$ cat config.mk
export PLATFORM = sky130hd
export DESIGN_NAME = traffic_sensor_frontend_flat
export DESIGN_NICKNAME = d
export VERILOG_FILES = /design/src/rtl/traffic_sensor_frontend_if.sv /design/src/rtl/traffic_sensor_frontend.sv /design/src/flat_wrapper.sv
export SDC_FILE = /design/constraint.sdc
export NUM_CORES = 1
export LEC_CHECK = 0
export ABC_AREA = 1
export ABC_CLOCK_PERIOD_IN_PS = 2200
export CAP_MARGIN = 15
export CORE_MARGIN = 2
export CORE_UTILIZATION = 55
export DETAILED_ROUTE_END_ITERATION = 10
export GPL_ROUTABILITY_DRIVEN = 0
export HOLD_SLACK_MARGIN = 0.12
export PLACE_DENSITY = 0.79
export SLEW_MARGIN = 5
export SYNTH_ARGS = -nofsm -noshare
export SYNTH_HDL_FRONTEND = slang
export SYNTH_SLANG_ARGS = --single-unit
$ cat constraint.sdc
create_clock -name clk -period 2.2 [get_ports clk]
set_input_delay 0.66 -clock clk [delete_from_list [all_inputs] [get_ports clk]]
set_output_delay 0.66 -clock clk [all_outputs]
set_load 0.03 [all_outputs]
$ cat src/rtl/traffic_sensor_frontend_if.sv
`default_nettype none
// ============================================================================
//  Module      : traffic_sensor_frontend_if
//  Description : Bundle of the per-approach sensor signals (N/S/E/W) running
//                between the intersection controller side and the sensor
//                front end.
//                master : drives the car pulses, light states and raw sirens,
//                         and receives the densities, ambulance requests and
//                         red-run flags.
//                slave  : the front end. It receives the inputs and drives
//                         the outputs.
//  Revision    : 1.0 - initial release
// ============================================================================
interface traffic_sensor_frontend_if;
    logic       car_in_n,  car_in_s,  car_in_e,  car_in_w;
    logic       car_out_n, car_out_s, car_out_e, car_out_w;
    logic [2:0] n_lights,  s_lights,  e_lights,  w_lights;
    logic       siren_n,   siren_s,   siren_e,   siren_w;
    logic [3:0] density_n, density_s, density_e, density_w;
    logic       amb_n,     amb_s,     amb_e,     amb_w;
    logic       red_run_n, red_run_s, red_run_e, red_run_w;

    modport master (
        output car_in_n,  car_in_s,  car_in_e,  car_in_w,
        output car_out_n, car_out_s, car_out_e, car_out_w,
        output n_lights,  s_lights,  e_lights,  w_lights,
        output siren_n,   siren_s,   siren_e,   siren_w,
        input  density_n, density_s, density_e, density_w,
        input  amb_n,     amb_s,     amb_e,     amb_w,
        input  red_run_n, red_run_s, red_run_e, red_run_w
    );

    modport slave (
        input  car_in_n,  car_in_s,  car_in_e,  car_in_w,
        input  car_out_n, car_out_s, car_out_e, car_out_w,
        input  n_lights,  s_lights,  e_lights,  w_lights,
        input  siren_n,   siren_s,   siren_e,   siren_w,
        output density_n, density_s, density_e, density_w,
        output amb_n,     amb_s,     amb_e,     amb_w,
        output red_run_n, red_run_s, red_run_e, red_run_w
    );
endinterface
`default_nettype wire

$ cat src/rtl/traffic_sensor_frontend.sv
`default_nettype none
// ============================================================================
//  Module      : traffic_sensor_frontend
//  Description : Per-approach vehicle queue counters with red-light-run
//                detection, and debounced ambulance siren qualification.
//                A shared grant arbiter allows at most one request at a time.
//                Its priority order is N > S > E > W.
//  Ports       : clk   - single clock, rising edge
//                rst_a - synchronous active-low reset
//                bus   - traffic_sensor_frontend_if.slave. It carries the car
//                        in/out pulses, light states and raw sirens in, and
//                        the densities, amb requests and red-run flags out.
//  Revision    : 1.0 - initial release
// ============================================================================
module traffic_sensor_frontend #(
    parameter int DEB_CYCLES  = 3,
    parameter int HOLD_CYCLES = 8,
    parameter int MAX_EMERG   = 255
) (
    input  wire logic               clk,
    input  wire logic               rst_a,
    traffic_sensor_frontend_if.slave bus
);
    localparam int         c_NUM          = 4;
    localparam logic [7:0] c_DEB          = 8'(DEB_CYCLES);
    localparam logic [7:0] c_HOLD         = 8'(HOLD_CYCLES);
    localparam logic [7:0] c_MAX          = 8'(MAX_EMERG);
    localparam logic [2:0] c_LIGHT_YELLOW = 3'b010;
    localparam logic [2:0] c_LIGHT_GREEN  = 3'b001;

    typedef enum logic [2:0] {
        S_IDLE    = 3'd0,
        S_ARMING  = 3'd1,
        S_PENDING = 3'd2,
        S_ACTIVE  = 3'd3,
        S_RELEASE = 3'd4,
        S_LOCKOUT = 3'd5
    } siren_state_t;

    // Index 0..3 = N, S, E, W throughout.
    logic [c_NUM-1:0] w_car_in, w_car_out, w_siren;
    logic [2:0]       w_lights  [c_NUM];
    logic [3:0]       w_density [c_NUM];
    logic [c_NUM-1:0] w_amb, w_red_run;
    logic [c_NUM-1:0] w_busy, w_eligible, w_grant;
    logic             w_grant_ok, w_taken;
    logic             r_busy_prev;

    assign w_car_in  = {bus.car_in_w,  bus.car_in_e,  bus.car_in_s,  bus.car_in_n};
    assign w_car_out = {bus.car_out_w, bus.car_out_e, bus.car_out_s, bus.car_out_n};
    assign w_siren   = {bus.siren_w,   bus.siren_e,   bus.siren_s,   bus.siren_n};
    assign w_lights[0] = bus.n_lights;
    assign w_lights[1] = bus.s_lights;
    assign w_lights[2] = bus.e_lights;
    assign w_lights[3] = bus.w_lights;

    assign bus.density_n = w_density[0];
    assign bus.density_s = w_density[1];
    assign bus.density_e = w_density[2];
    assign bus.density_w = w_density[3];
    assign bus.amb_n     = w_amb[0];
    assign bus.amb_s     = w_amb[1];
    assign bus.amb_e     = w_amb[2];
    assign bus.amb_w     = w_amb[3];
    assign bus.red_run_n = w_red_run[0];
    assign bus.red_run_s = w_red_run[1];
    assign bus.red_run_e = w_red_run[2];
    assign bus.red_run_w = w_red_run[3];

    // A new grant waits until nobody is in emergency now and nobody was in
    // emergency in the previous cycle. Because amb lags the state by one
    // edge, this leaves at least one all-low amb cycle between two requests.
    assign w_grant_ok = ~(|w_busy) & ~r_busy_prev;

    always_comb begin
        w_grant = '0;
        w_taken = 1'b0;
        for (int k = 0; k < c_NUM; k++) begin
            if (w_grant_ok && w_eligible[k] && !w_taken) begin
                w_grant[k] = 1'b1;
                w_taken    = 1'b1;
            end
        end
    end

    always_ff @(posedge clk) begin
        if (!rst_a) r_busy_prev <= 1'b0;
        else        r_busy_prev <= |w_busy;
    end

    for (genvar i = 0; i < c_NUM; i++) begin : g_approach
        siren_state_t r_state;
        logic [7:0]   r_deb_cnt, r_hold_cnt, r_emerg_cnt;
        logic [3:0]   r_queue, r_density;
        logic         r_amb, r_red_run;
        logic         w_is_red;

        // Any light code that is not exactly GREEN or YELLOW counts as RED.
        assign w_is_red      = (w_lights[i] != c_LIGHT_GREEN) && (w_lights[i] != c_LIGHT_YELLOW);
        assign w_busy[i]     = (r_state == S_ACTIVE) || (r_state == S_RELEASE);
        // A PENDING approach whose siren has just dropped goes to IDLE
        // instead of competing for the grant.
        assign w_eligible[i] = (r_state == S_PENDING) && w_siren[i];
        assign w_density[i]  = r_density;
        assign w_amb[i]      = r_amb;
        assign w_red_run[i]  = r_red_run;

        always_ff @(posedge clk) begin
            if (!rst_a) begin
                r_state     <= S_IDLE;
                r_deb_cnt   <= 8'd0;
                r_hold_cnt  <= 8'd0;
                r_emerg_cnt <= 8'd0;
                r_queue     <= 4'd0;
                r_density   <= 4'd0;
                r_amb       <= 1'b0;
                r_red_run   <= 1'b0;
            end else begin
                if (w_car_in[i] && !w_car_out[i]) begin
                    if (r_queue != 4'd15) r_queue <= r_queue + 4'd1;
                end else if (!w_car_in[i] && w_car_out[i]) begin
                    if (r_queue != 4'd0) r_queue <= r_queue - 4'd1;
                end
                r_density <= r_queue;
                r_red_run <= w_car_out[i] && w_is_red;
                r_amb     <= w_busy[i];

                case (r_state)
                    S_IDLE: begin
                        if (w_siren[i]) begin
                            r_state   <= S_ARMING;
                            r_deb_cnt <= 8'd1;
                        end
                    end
                    S_ARMING: begin
                        if (!w_siren[i]) begin
                            r_state <= S_IDLE;
                        end else if (r_deb_cnt + 8'd1 >= c_DEB) begin
                            r_state <= S_PENDING;
                        end else begin
                            r_deb_cnt <= r_deb_cnt + 8'd1;
                        end
                    end
                    S_PENDING: begin
                        if (!w_siren[i]) begin
                            r_state <= S_IDLE;
                        end else if (w_grant[i]) begin
                            r_state     <= S_ACTIVE;
                            r_emerg_cnt <= 8'd1;
                        end
                    end
                    S_ACTIVE: begin
                        // The timeout check comes before the siren check.
                        // The count is of cycles spent in ACTIVE/RELEASE.
                        if (r_emerg_cnt >= c_MAX) begin
                            r_state <= S_LOCKOUT;
                        end else begin
                            r_emerg_cnt <= r_emerg_cnt + 8'd1;
                            if (!w_siren[i]) begin
                                r_state    <= S_RELEASE;
                                r_hold_cnt <= 8'd1;
                            end
                        end
                    end
                    S_RELEASE: begin
                        if (r_emerg_cnt >= c_MAX) begin
                            r_state <= S_LOCKOUT;
                        end else begin
                            r_emerg_cnt <= r_emerg_cnt + 8'd1;
                            if (w_siren[i]) begin
                                r_state <= S_ACTIVE;
                            end else if (r_hold_cnt + 8'd1 >= c_HOLD) begin
                                r_state <= S_IDLE;
                            end else begin
                                r_hold_cnt <= r_hold_cnt + 8'd1;
                            end
                        end
                    end
                    S_LOCKOUT: begin
                        if (!w_siren[i]) r_state <= S_IDLE;
                    end
                    default: r_state <= S_IDLE;
                endcase
            end
        end
    end
endmodule
`default_nettype wire

$ cat src/flat_wrapper.sv
// flat-port wrapper written by rule: the top's interface ports become plain ports
module traffic_sensor_frontend_flat 
#(
    parameter int DEB_CYCLES  = 3,
    parameter int HOLD_CYCLES = 8,
    parameter int MAX_EMERG   = 255
)
  (clk, rst_a, bus_car_in_n, bus_car_in_s, bus_car_in_e, bus_car_in_w, bus_car_out_n, bus_car_out_s, bus_car_out_e, bus_car_out_w, bus_n_lights, bus_s_lights, bus_e_lights, bus_w_lights, bus_siren_n, bus_siren_s, bus_siren_e, bus_siren_w, bus_density_n, bus_density_s, bus_density_e, bus_density_w, bus_amb_n, bus_amb_s, bus_amb_e, bus_amb_w, bus_red_run_n, bus_red_run_s, bus_red_run_e, bus_red_run_w);
  traffic_sensor_frontend_if bus_i ();
  input  wire logic clk;
  input  wire logic rst_a;
  input wire logic [$bits(bus_i.car_in_n)-1:0] bus_car_in_n;
  input wire logic [$bits(bus_i.car_in_s)-1:0] bus_car_in_s;
  input wire logic [$bits(bus_i.car_in_e)-1:0] bus_car_in_e;
  input wire logic [$bits(bus_i.car_in_w)-1:0] bus_car_in_w;
  input wire logic [$bits(bus_i.car_out_n)-1:0] bus_car_out_n;
  input wire logic [$bits(bus_i.car_out_s)-1:0] bus_car_out_s;
  input wire logic [$bits(bus_i.car_out_e)-1:0] bus_car_out_e;
  input wire logic [$bits(bus_i.car_out_w)-1:0] bus_car_out_w;
  input wire logic [$bits(bus_i.n_lights)-1:0] bus_n_lights;
  input wire logic [$bits(bus_i.s_lights)-1:0] bus_s_lights;
  input wire logic [$bits(bus_i.e_lights)-1:0] bus_e_lights;
  input wire logic [$bits(bus_i.w_lights)-1:0] bus_w_lights;
  input wire logic [$bits(bus_i.siren_n)-1:0] bus_siren_n;
  input wire logic [$bits(bus_i.siren_s)-1:0] bus_siren_s;
  input wire logic [$bits(bus_i.siren_e)-1:0] bus_siren_e;
  input wire logic [$bits(bus_i.siren_w)-1:0] bus_siren_w;
  output wire logic [$bits(bus_i.density_n)-1:0] bus_density_n;
  output wire logic [$bits(bus_i.density_s)-1:0] bus_density_s;
  output wire logic [$bits(bus_i.density_e)-1:0] bus_density_e;
  output wire logic [$bits(bus_i.density_w)-1:0] bus_density_w;
  output wire logic [$bits(bus_i.amb_n)-1:0] bus_amb_n;
  output wire logic [$bits(bus_i.amb_s)-1:0] bus_amb_s;
  output wire logic [$bits(bus_i.amb_e)-1:0] bus_amb_e;
  output wire logic [$bits(bus_i.amb_w)-1:0] bus_amb_w;
  output wire logic [$bits(bus_i.red_run_n)-1:0] bus_red_run_n;
  output wire logic [$bits(bus_i.red_run_s)-1:0] bus_red_run_s;
  output wire logic [$bits(bus_i.red_run_e)-1:0] bus_red_run_e;
  output wire logic [$bits(bus_i.red_run_w)-1:0] bus_red_run_w;
  assign bus_i.car_in_n = bus_car_in_n;
  assign bus_i.car_in_s = bus_car_in_s;
  assign bus_i.car_in_e = bus_car_in_e;
  assign bus_i.car_in_w = bus_car_in_w;
  assign bus_i.car_out_n = bus_car_out_n;
  assign bus_i.car_out_s = bus_car_out_s;
  assign bus_i.car_out_e = bus_car_out_e;
  assign bus_i.car_out_w = bus_car_out_w;
  assign bus_i.n_lights = bus_n_lights;
  assign bus_i.s_lights = bus_s_lights;
  assign bus_i.e_lights = bus_e_lights;
  assign bus_i.w_lights = bus_w_lights;
  assign bus_i.siren_n = bus_siren_n;
  assign bus_i.siren_s = bus_siren_s;
  assign bus_i.siren_e = bus_siren_e;
  assign bus_i.siren_w = bus_siren_w;
  assign bus_density_n = bus_i.density_n;
  assign bus_density_s = bus_i.density_s;
  assign bus_density_e = bus_i.density_e;
  assign bus_density_w = bus_i.density_w;
  assign bus_amb_n = bus_i.amb_n;
  assign bus_amb_s = bus_i.amb_s;
  assign bus_amb_e = bus_i.amb_e;
  assign bus_amb_w = bus_i.amb_w;
  assign bus_red_run_n = bus_i.red_run_n;
  assign bus_red_run_s = bus_i.red_run_s;
  assign bus_red_run_e = bus_i.red_run_e;
  assign bus_red_run_w = bus_i.red_run_w;
  traffic_sensor_frontend #(.DEB_CYCLES(DEB_CYCLES), .HOLD_CYCLES(HOLD_CYCLES), .MAX_EMERG(MAX_EMERG)) u_core (.clk(clk), .rst_a(rst_a), .bus(bus_i));
endmodule
* Yosys cells after proc, flatten, opt, wreduce, memory -nomap -nowiden *
Index checks and enable logic that the tools add are counted.

word-level totals
  register bits after elaboration = 149
  input bits = 26
  output and inout bits = 24
  word-level logic and storage cells = 389

operators by class
  add/sub/neg operators = 20
  magnitude comparators = 12
  eq/ne operators = 100
  muxes and demuxes = 126
  bitwise gates (word level) = 3
  reductions and logical operators = 95

operators with widths
  kind                 number
  $mux 8               44
  $pmux 8 s2           12
  $mux 3               44
  $add 8x1->8 const B  12
  $ne 2x2->1 const B   48
  $pmux 3 s6           4
  $mux 4               16
  $reduce_and 6->1     8
  $reduce_bool 2->1    20
  $ne 3x2->1 const B   12
  $ge 8x2->1 const B   4
  $ge 8x4->1 const B   4
  $ge 8x8->1 const B   4
  $ne 4x4->1 const B   8
  $reduce_and 4->1     8
  $logic_and 1x1->1    27
  $eq 3x2->1 const B   8
  $eq 3x3->1 const B   8
  $add 4x1->4 const B  4
  $reduce_bool 4->1    4
  $sub 4x1->4 const B  4
  $eq 3x1->1 const B   4
  $logic_not 3->1      4
  $ne 3x1->1 const B   4
  10 further kinds     41

* Depth between registers and ports, before layout *
Gate-level depths: netlist of the first run.

  depth in word-level cells = 19
  depth in mapped cells = 14
  gate-level depth less buffers = 14

* Worst setup path before layout of the first run *
OpenSTA, ideal clock, no wires.

  kind = input -> register
  from = input port bus_car_in_n
  to = register u_core.g_approach[0].r_queue[3]
  setup time = 0.071 ns
  arrival time = 1.857 ns
  required time = 2.129 ns
  path slack = 0.272 ns
  cell stages on the path = 9
  path buffers = 0
  cells stage by stage = inv_1 -> nor2_1 -> inv_1 -> ha_1 -> a21oi_1 -> o21ai_0 -> xnor2_1 -> nand2_1 -> a21oi_1

on the way
  longest elaborated chain between the ends = 4
  elaborated cells on any way between the ends = 8
  classes of those cells = 1 x eq/ne; 1 x mux; 6 x reduce/logical

ends and longest elaborated chain
  item                         line                            source
  from (decl)                  flat_wrapper.sv:12              input wire logic [$bits(bus_i.car_in_n)-1:0] bus_car_in_n;
  $logic_not 1->1              traffic_sensor_frontend.sv:121  end else if (!w_car_in[i] && w_car_out[i]) begin
  $logic_and 1x1->1            traffic_sensor_frontend.sv:121
  $reduce_bool 2->1 (no line)  --
  $reduce_and 3->1 (no line)   --
  to (signal assigned)         traffic_sensor_frontend.sv:120  if (r_queue != 4'd15) r_queue <= r_queue + 4'd1;
  to (signal assigned)         traffic_sensor_frontend.sv:122  if (r_queue != 4'd0) r_queue <= r_queue - 4'd1;
  to (decl)                    traffic_sensor_frontend.sv:94   logic [3:0] r_queue, r_density;

Several ways; a longest one is shown, not always the timed one.
A chain may end at the register's enable or synchronous reset.

* Worst setup path in the final report of the first run *
  from = register u_core.g_approach[2].r_amb, in the netlist u_core.bus.amb_e
  to = output port bus_amb_e

RTL lines
  item                    line                            source
  from (decl)             traffic_sensor_frontend.sv:95   logic r_amb, r_red_run;
  from (signal assigned)  traffic_sensor_frontend.sv:126  r_amb <= w_busy[i];
  to (decl)               flat_wrapper.sv:34              output wire logic [$bits(bus_i.amb_e)-1:0] bus_amb_e;

No word-level cell between the ends.

==> metrics.txt, run 1 <==
status finished, final reports clean; core area approximately 14000 sq um; P&R area growth vs syn 20.9%; Syn Std Cell Area around 8000 sq um; hold buffers post-CTS 0; # port buffers 49; Seq cells post-synth 149; Max Buffers Root-to-Sink 2; Syn Area/Cell 6.88 sq um; most common flop cell mapped by yosys dfxtp_1; final setup skew between 0.004 and 0.005 ns; MaxCap Viol Count 0; synthesis warning total 0; Initial Util 0.561; row cnt 44; pwr/cell area 967 nW/um^2; worst hold path depth 2; HPWL after detailed placement approximately 12 mm; wire per inst 11.3 um; layout net count 1337; Buffers & Inverters on Critical Path 1; Die Ht 126 um; initial antenna violation count 0; EDFF count, synth 0; Final Hold Fails 0; Slew headroom 0.728; area occupied by multi-input gates between 4000 and 5000 sq um; static leakage 0.00429 uW; Die X 126 um; Slowest cell on crit path clkdlybuf4s50_1; RSZ-0062 raised after global routing false; CTS Buf Count 17; post-synthesis sequential area ratio 0.367; delay-heaviest family, CP buffers and inverters; root buf cell clkbuf_16; Clk pin slew, worst setup/hold paths 0.06 ns; Reg2Reg Capture Point u_core.g_approach[2].r_state[2]; DRC 0; Critical Path Sink Type output port; Ant. Diodes 0; post-placement cell count ~1400; CTS tree done; pre-CTS setup slack -0.253 ns; Pre-antenna DRT Iters 6; antenna viol nets, final 0; Min Hold Slack 0.444 ns; flop2flop setup slack 0.30 ns; cell count after synthesis approximately 1200; Die ar. 15800 sq um; syn nets between 1000 and 1500; via count 7630; library cells used by synthesis 44; Worst-Skew Late Latency 0.43 ns; # IOs 50; Worst path max stage delay 0.67 ns; Max Freq 477 MHz; crit-path cells clkdlybuf4s50_1; actual slew at the worst max-slew pin 0.405 ns; worst hold path class flip-flop to flip-flop; number of vias per cell 5.16; vias in the first global route 6998; global-route wire length before repair 29.2 mm; arrival time worst endpoint 1.43 ns; Detailed Route Iter0 Violations a little over 500; H-tree levels 4; setup ws final 0.105 ns; gr ovfl total 0; Final period util 0.952; Final Slew Violations 0; startpoint types flip-flop; reg2reg path depth 11; CP max FO 1; Total GRT Usage 0.219; worst r2r src u_core.g_approach[2].r_emerg_cnt[0]; layout cells sized above 1 0.105; fin cells between 1000 and 1500; clock net sink count 149; Worst Hold Launch u_core.g_approach[0].r_deb_cnt[7]; Register Area between 2000 and 3000 sq um; Final Setup Violations 0; Peak VDD IR 647 uV; Total Wirelength 16.7 mm; worst hold endpoint u_core.g_approach[0].r_deb_cnt[7]; Req. time, crit path 1.54 ns; fill count 1221; largest net degree at the start of global routing 66; critical path type flip-flop to output port; Period minus WS final 2.09 ns; asr flop ratio synth 0
## layer usage
layer	routed length, um	share of wire	up-vias	track usage
met5	0	0	-	0
met4	307	0.018	0	0.0824
met3	746	0.045	34	0.0565
met2	7960	0.48	154	0.374
met1	7710	0.46	3414	0.264
li1	-	-	4028	-
## registers in the layout, indices dropped and copies added (netlist names), 4 cells and up
register and flops:
u_core.g_approach.r_deb_cnt 32, u_core.g_approach.r_emerg_cnt 32, u_core.g_approach.r_hold_cnt 32, u_core.g_approach.r_queue 16
u_core.g_approach.r_state 12, u_core.bus.density_e 4, u_core.bus.density_n 4, u_core.bus.density_s 4
u_core.bus.density_w 4
## kinds of logic (layout without fill, tap and decap cells)
group,count (synthesis),in the layout,synth area share
AND/OR/NAND/NOR,626,626,0.354
buffers and inverters,195,310,0.0901
flip-flops,149,149,0.367
AO/OA/AOI/OAI,148,148,0.104
XOR/XNOR,35,35,0.0377
adder cells (fa/ha/maj),28,28,0.0468
## report_power, final
| part | switching [uW] | internal (uW) | total [uW] |
|---|---|---|---|
| clock | 1160 | 2040 | 3200 |
| sequential | 359 | 3030 | 3390 |
| combinational | 1760 | 1160 | 2920 |
## synthesized netlist by cell type (3+ instances only)
library cell | instances | share of area
nand3b_1 | 3 | 0.0028
nor2_1 | 147 | 0.068
nand4_1 | 28 | 0.022
o21ai_0 | 54 | 0.033
xor2_1 | 24 | 0.026
inv_2 | 9 | 0.0042
nand2_4 | 9 | 0.012
a21oi_2 | 3 | 0.0032
nor3_1 | 53 | 0.033
dfxtp_1 | 149 | 0.37
nor4_1 | 3 | 0.0023
buf_1 | 3 | 0.0014
nand3_1 | 98 | 0.060
inv_1 | 169 | 0.078
o41ai_1 | 4 | 0.0043
nand2_2 | 8 | 0.0062
nor2_8 | 3 | 0.0074
ha_1 | 24 | 0.037
a21oi_1 | 65 | 0.040
or2_2 | 4 | 0.0031
fa_1 | 4 | 0.0099
nand2_1 | 257 | 0.12
xnor2_1 | 11 | 0.012
clkbuf_1 | 12 | 0.0055
nand3_2 | 7 | 0.0086
o211a_1 | 4 | 0.0049
o21ai_2 | 3 | 0.0032
## final cells by class
class | instances | area share
Clock inverter | 12 | 0.0205
Timing Repair Buffer | 98 | 0.0882
Sequential cell | 149 | 0.304
Multi-Input combinational cell | 837 | 0.450
Inverter | 180 | 0.0688
Tap cell | 184 | 0.0234
Clock buffer | 20 | 0.0455
## worst max-delay path by stage
stage	cells past startpoint	start	slack (ns)	endpoint
finish	1	u_core.bus.amb_e	0.11	bus_amb_e
global route	10	bus_car_in_s	0.02	u_core.g_approach[1].r_queue[3]
CTS	1	u_core.bus.amb_e	0.08	bus_amb_e
detailed placement	10	bus_car_in_s	-0.25	u_core.g_approach[1].r_queue[3]
global placement	10	bus_car_in_n	-0.17	u_core.g_approach[0].r_queue[3]
floorplan	9	bus_car_in_n	0.27	u_core.g_approach[0].r_queue[3]
## per-stage QoR
stage / power (uW) / setup TNS [ns] / utilization / instance area (sq um)
after floorplan: 5500 / 0 / - / 8120
final: 9500 / 0 / 0.678 / 9820
after global routing: 10100 / 0 / 0.678 / 9820
after CTS: 9550 / 0 / 0.677 / 9810
after global placement: 6250 / -3.45 / 0.633 / 9160
after detailed placement: 6320 / -5.27 / 0.633 / 9160
## layout by cell type (no fill, tap or decap), types with 3 or more instances in the layout
| master | instances |
|---|---|
| nand2_1 | 257 |
| inv_1 | 169 |
| dfxtp_1 | 149 |
| nor2_1 | 147 |
| nand3_1 | 98 |
| a21oi_1 | 65 |
| o21ai_0 | 54 |
| nor3_1 | 53 |
| clkdlybuf4s50_1 | 48 |
| buf_4 | 48 |
| nand4_1 | 28 |
| xor2_1 | 24 |
| ha_1 | 23 |
| clkbuf_16 | 17 |
| xnor2_1 | 11 |
| inv_2 | 10 |
| nand2_4 | 9 |
| nand2_2 | 8 |
| nand3_2 | 7 |
| bufinv_16 | 5 |
| o41ai_1 | 4 |
| or2_2 | 4 |
| o211a_1 | 4 |
| fa_1 | 4 |
| nor2_8 | 3 |
| nand3b_1 | 3 |
| a21oi_2 | 3 |
| o21ai_2 | 3 |
| nor4_1 | 3 |
## what timing repair did
action	4_1_cts	5_1_grt
gates resized for setup	0	1
setup buffers	0	0
setup endpoints to repair	0	1
(Power assumes the default switching activity.)
==> inputs of run 2 (changes only) <==
--- a/config.mk
+++ b/config.mk
@@ -12,7 +12,6 @@
 export CORE_UTILIZATION = 55
 export DETAILED_ROUTE_END_ITERATION = 10
 export GPL_ROUTABILITY_DRIVEN = 0
-export HOLD_SLACK_MARGIN = 0.12
 export PLACE_DENSITY = 0.79
 export SLEW_MARGIN = 5
 export SYNTH_ARGS = -nofsm -noshare
==> results of run 2 <==
The final DEF is identical to that of run 1; final timing and power are the same.
==> inputs of run 3 (changes only) <==
--- a/config.mk
+++ b/config.mk
@@ -6,14 +6,14 @@
 export NUM_CORES = 1
 export LEC_CHECK = 0
 export ABC_AREA = 1
-export ABC_CLOCK_PERIOD_IN_PS = 2200
+export ABC_CLOCK_PERIOD_IN_PS = 2350
 export CAP_MARGIN = 15
 export CORE_MARGIN = 2
 export CORE_UTILIZATION = 55
 export DETAILED_ROUTE_END_ITERATION = 10
 export GPL_ROUTABILITY_DRIVEN = 0
 export PLACE_DENSITY = 0.79
-export SLEW_MARGIN = 5
+export SLEW_MARGIN = 25
 export SYNTH_ARGS = -nofsm -noshare
 export SYNTH_HDL_FRONTEND = slang
 export SYNTH_SLANG_ARGS = --single-unit
==> constraint.sdc (replaced) <==
create_clock -name clk -period 2.35 [get_ports clk]
set_input_delay 0.705 -clock clk [delete_from_list [all_inputs] [get_ports clk]]
set_output_delay 0.705 -clock clk [all_outputs]
set_load 0.03 [all_outputs]
==> metrics.txt, run 3 (synthesis gave the netlist of run 1 again) <==
gr ovfl total 0; Period minus WS final between 2 and 2.5 ns; number of post-CTS setup repair buffers 0; Req. time, crit path 1.64 ns; sequential share of power 0.361; largest net degree at the start of global routing 39; top flop regs u_core.g_approach.r_deb_cnt x32, u_core.g_approach.r_emerg_cnt x32, u_core.g_approach.r_hold_cnt x32; layout net count ~1300; startpoint types flip-flop; DRC 0; Die X 126 um; Max Buffers Root-to-Sink 2; status finished, final reports clean; static leakage between 0.004 and 0.005 uW; layout cells sized above 1 0.101; fill count 1222; Final Hold Fails 0; area occupied by multi-input gates 4410 sq um; Slowest cell on crit path clkdlybuf4s50_1; Worst-Skew Late Latency 0.42 ns; Total GRT Usage 0.222; vias in the first global route 7193; # port buffers roughly 50; Initial Util 0.561; most common cell after layout, fill and taps aside nand2_1; Critical Path Sink Type output port; Peak VDD IR roughly 560 uV; Final period util 0.915; CTS tree done; pwr/cell area 900 nW/um^2; MaxCap Viol Count 0; wire per inst 11.2 um; CP max FO 1; Worst path max stage delay slightly below 0.7 ns; core area roughly 14000 sq um; Final Slew Violations 0; global-route wire length before repair 29.9 mm; Util after Layout 0.674; Final Setup Violations 0; # IOs 50; RSZ-0062 raised after global routing false; Psw 2990 uW; critical path type flip-flop to output port; Total Wirelength 16.6 mm; Buffers & Inverters on Critical Path 1; actual slew at the worst max-slew pin ~0.42 ns; Tot Pwr 8790 uW; CTS Buf Count 17; hold buffers post-CTS 0; root buf cell clkbuf_16; crit-path cells clkdlybuf4s50_1; P&R area growth vs syn 20.2%; H-tree levels 4; Gate power share 0.307; internal power 5800 uW; delay-heaviest family, CP buffers and inverters; most frequent cells in the layout nand2_1, inv_1, dfxtp_1, nor2_1, nand3_1; row cnt between 40 and 50; Detailed Route Iter0 Violations a little over 400; number of vias per cell 5.15; Die ar. between 15000 and 20000 sq um; clock net sink count 149; Register Area between 2000 and 3000 sq um; initial antenna violation count 0; switching power share of the total 0.340; Max Freq 465 MHz; Pre-antenna DRT Iters 5; Clk pwr share 0.332; via count 7609; antenna viol nets, final 0; Slew headroom 0.718; worst hold path class flip-flop to flip-flop; post-CTS sizing 0; Ant. Diodes 0; final setup skew slightly above 0.007 ns; HPWL after detailed placement 11.8 mm; Die Ht between 100 and 150 um; arrival time worst endpoint 1.44 ns; Clk pin slew, worst setup/hold paths 0.06 ns
## run 3: cell count changes in the layout (fill, tap and decap cells not counted)
cell / change
buf_4: -1
ha_1: +1
clkbuf_1: +2
inv_6: -1
clkinvlp_4: -1
buf_12: -1
clkinv_4: -2
ha_4: -1
clkinv_2: +2
## run 3: final cells by class
type                    instances  share of cell area
repair buffers                 96              0.0858
well taps                     184              0.0236
inverters                     180              0.0692
flip-flops and latches        149               0.305
clock buffers                  22              0.0465
clock inverters                10              0.0182
multi-input cells             837               0.451
## run 3: worst min-delay path: stages, from the launching register on
cell,delay (ns)
dfxtp_1,0.31
inv_1,0.06
nor3_1,0.05
## run 3: power by group through the flow
stage | clock network, uW | logic [uW] | registers [uW]
global placement | 0 | 2610 | 3200
detailed placement | 0 | 2680 | 3210
global route | 3070 | 3080 | 3220
finish | 2920 | 2700 | 3170
floorplan | 0 | 1930 | 3220
CTS | 2980 | 2710 | 3160
## run 3: worst paths after layout
path	startpoint	endpoint	slack (ns)	cells after the start
setup / recovery	u_core.bus.amb_w	bus_amb_w	0.20	1
hold / removal	u_core.g_approach[2].r_deb_cnt[7]	u_core.g_approach[2].r_deb_cnt[7]	0.46	2
setup reg to reg	u_core.g_approach[3].r_emerg_cnt[1]	u_core.g_approach[3].r_state[1]	0.42	12
hold reg to reg	u_core.g_approach[2].r_deb_cnt[7]	u_core.g_approach[2].r_deb_cnt[7]	0.46	2
## run 3: stage by stage
stage          hold WS, ns  worst slack (ns)  area [sq um]  TNS (ns)  std cells
2_1_floorplan        0.427             0.377          8120         0       1181
3_3_place_gp         0.433           -0.0687          9130    -0.256       1446
3_5_place_dp         0.448            -0.129          9130    -0.706       1446
4_1_cts              0.461             0.182          9770         0       1478
5_1_grt              0.478            0.0865          9770         0       1478
6_report             0.461             0.200          9770         0       1478
## run 3: metal layers
| layer | GRT usage | routed length [um] |
|---|---|---|
| met1 | 0.267 | 7720 |
| met3 | 0.0522 | 705 |
| met2 | 0.379 | 7840 |
| met5 | 0 | 0 |
| met4 | 0.0941 | 311 |
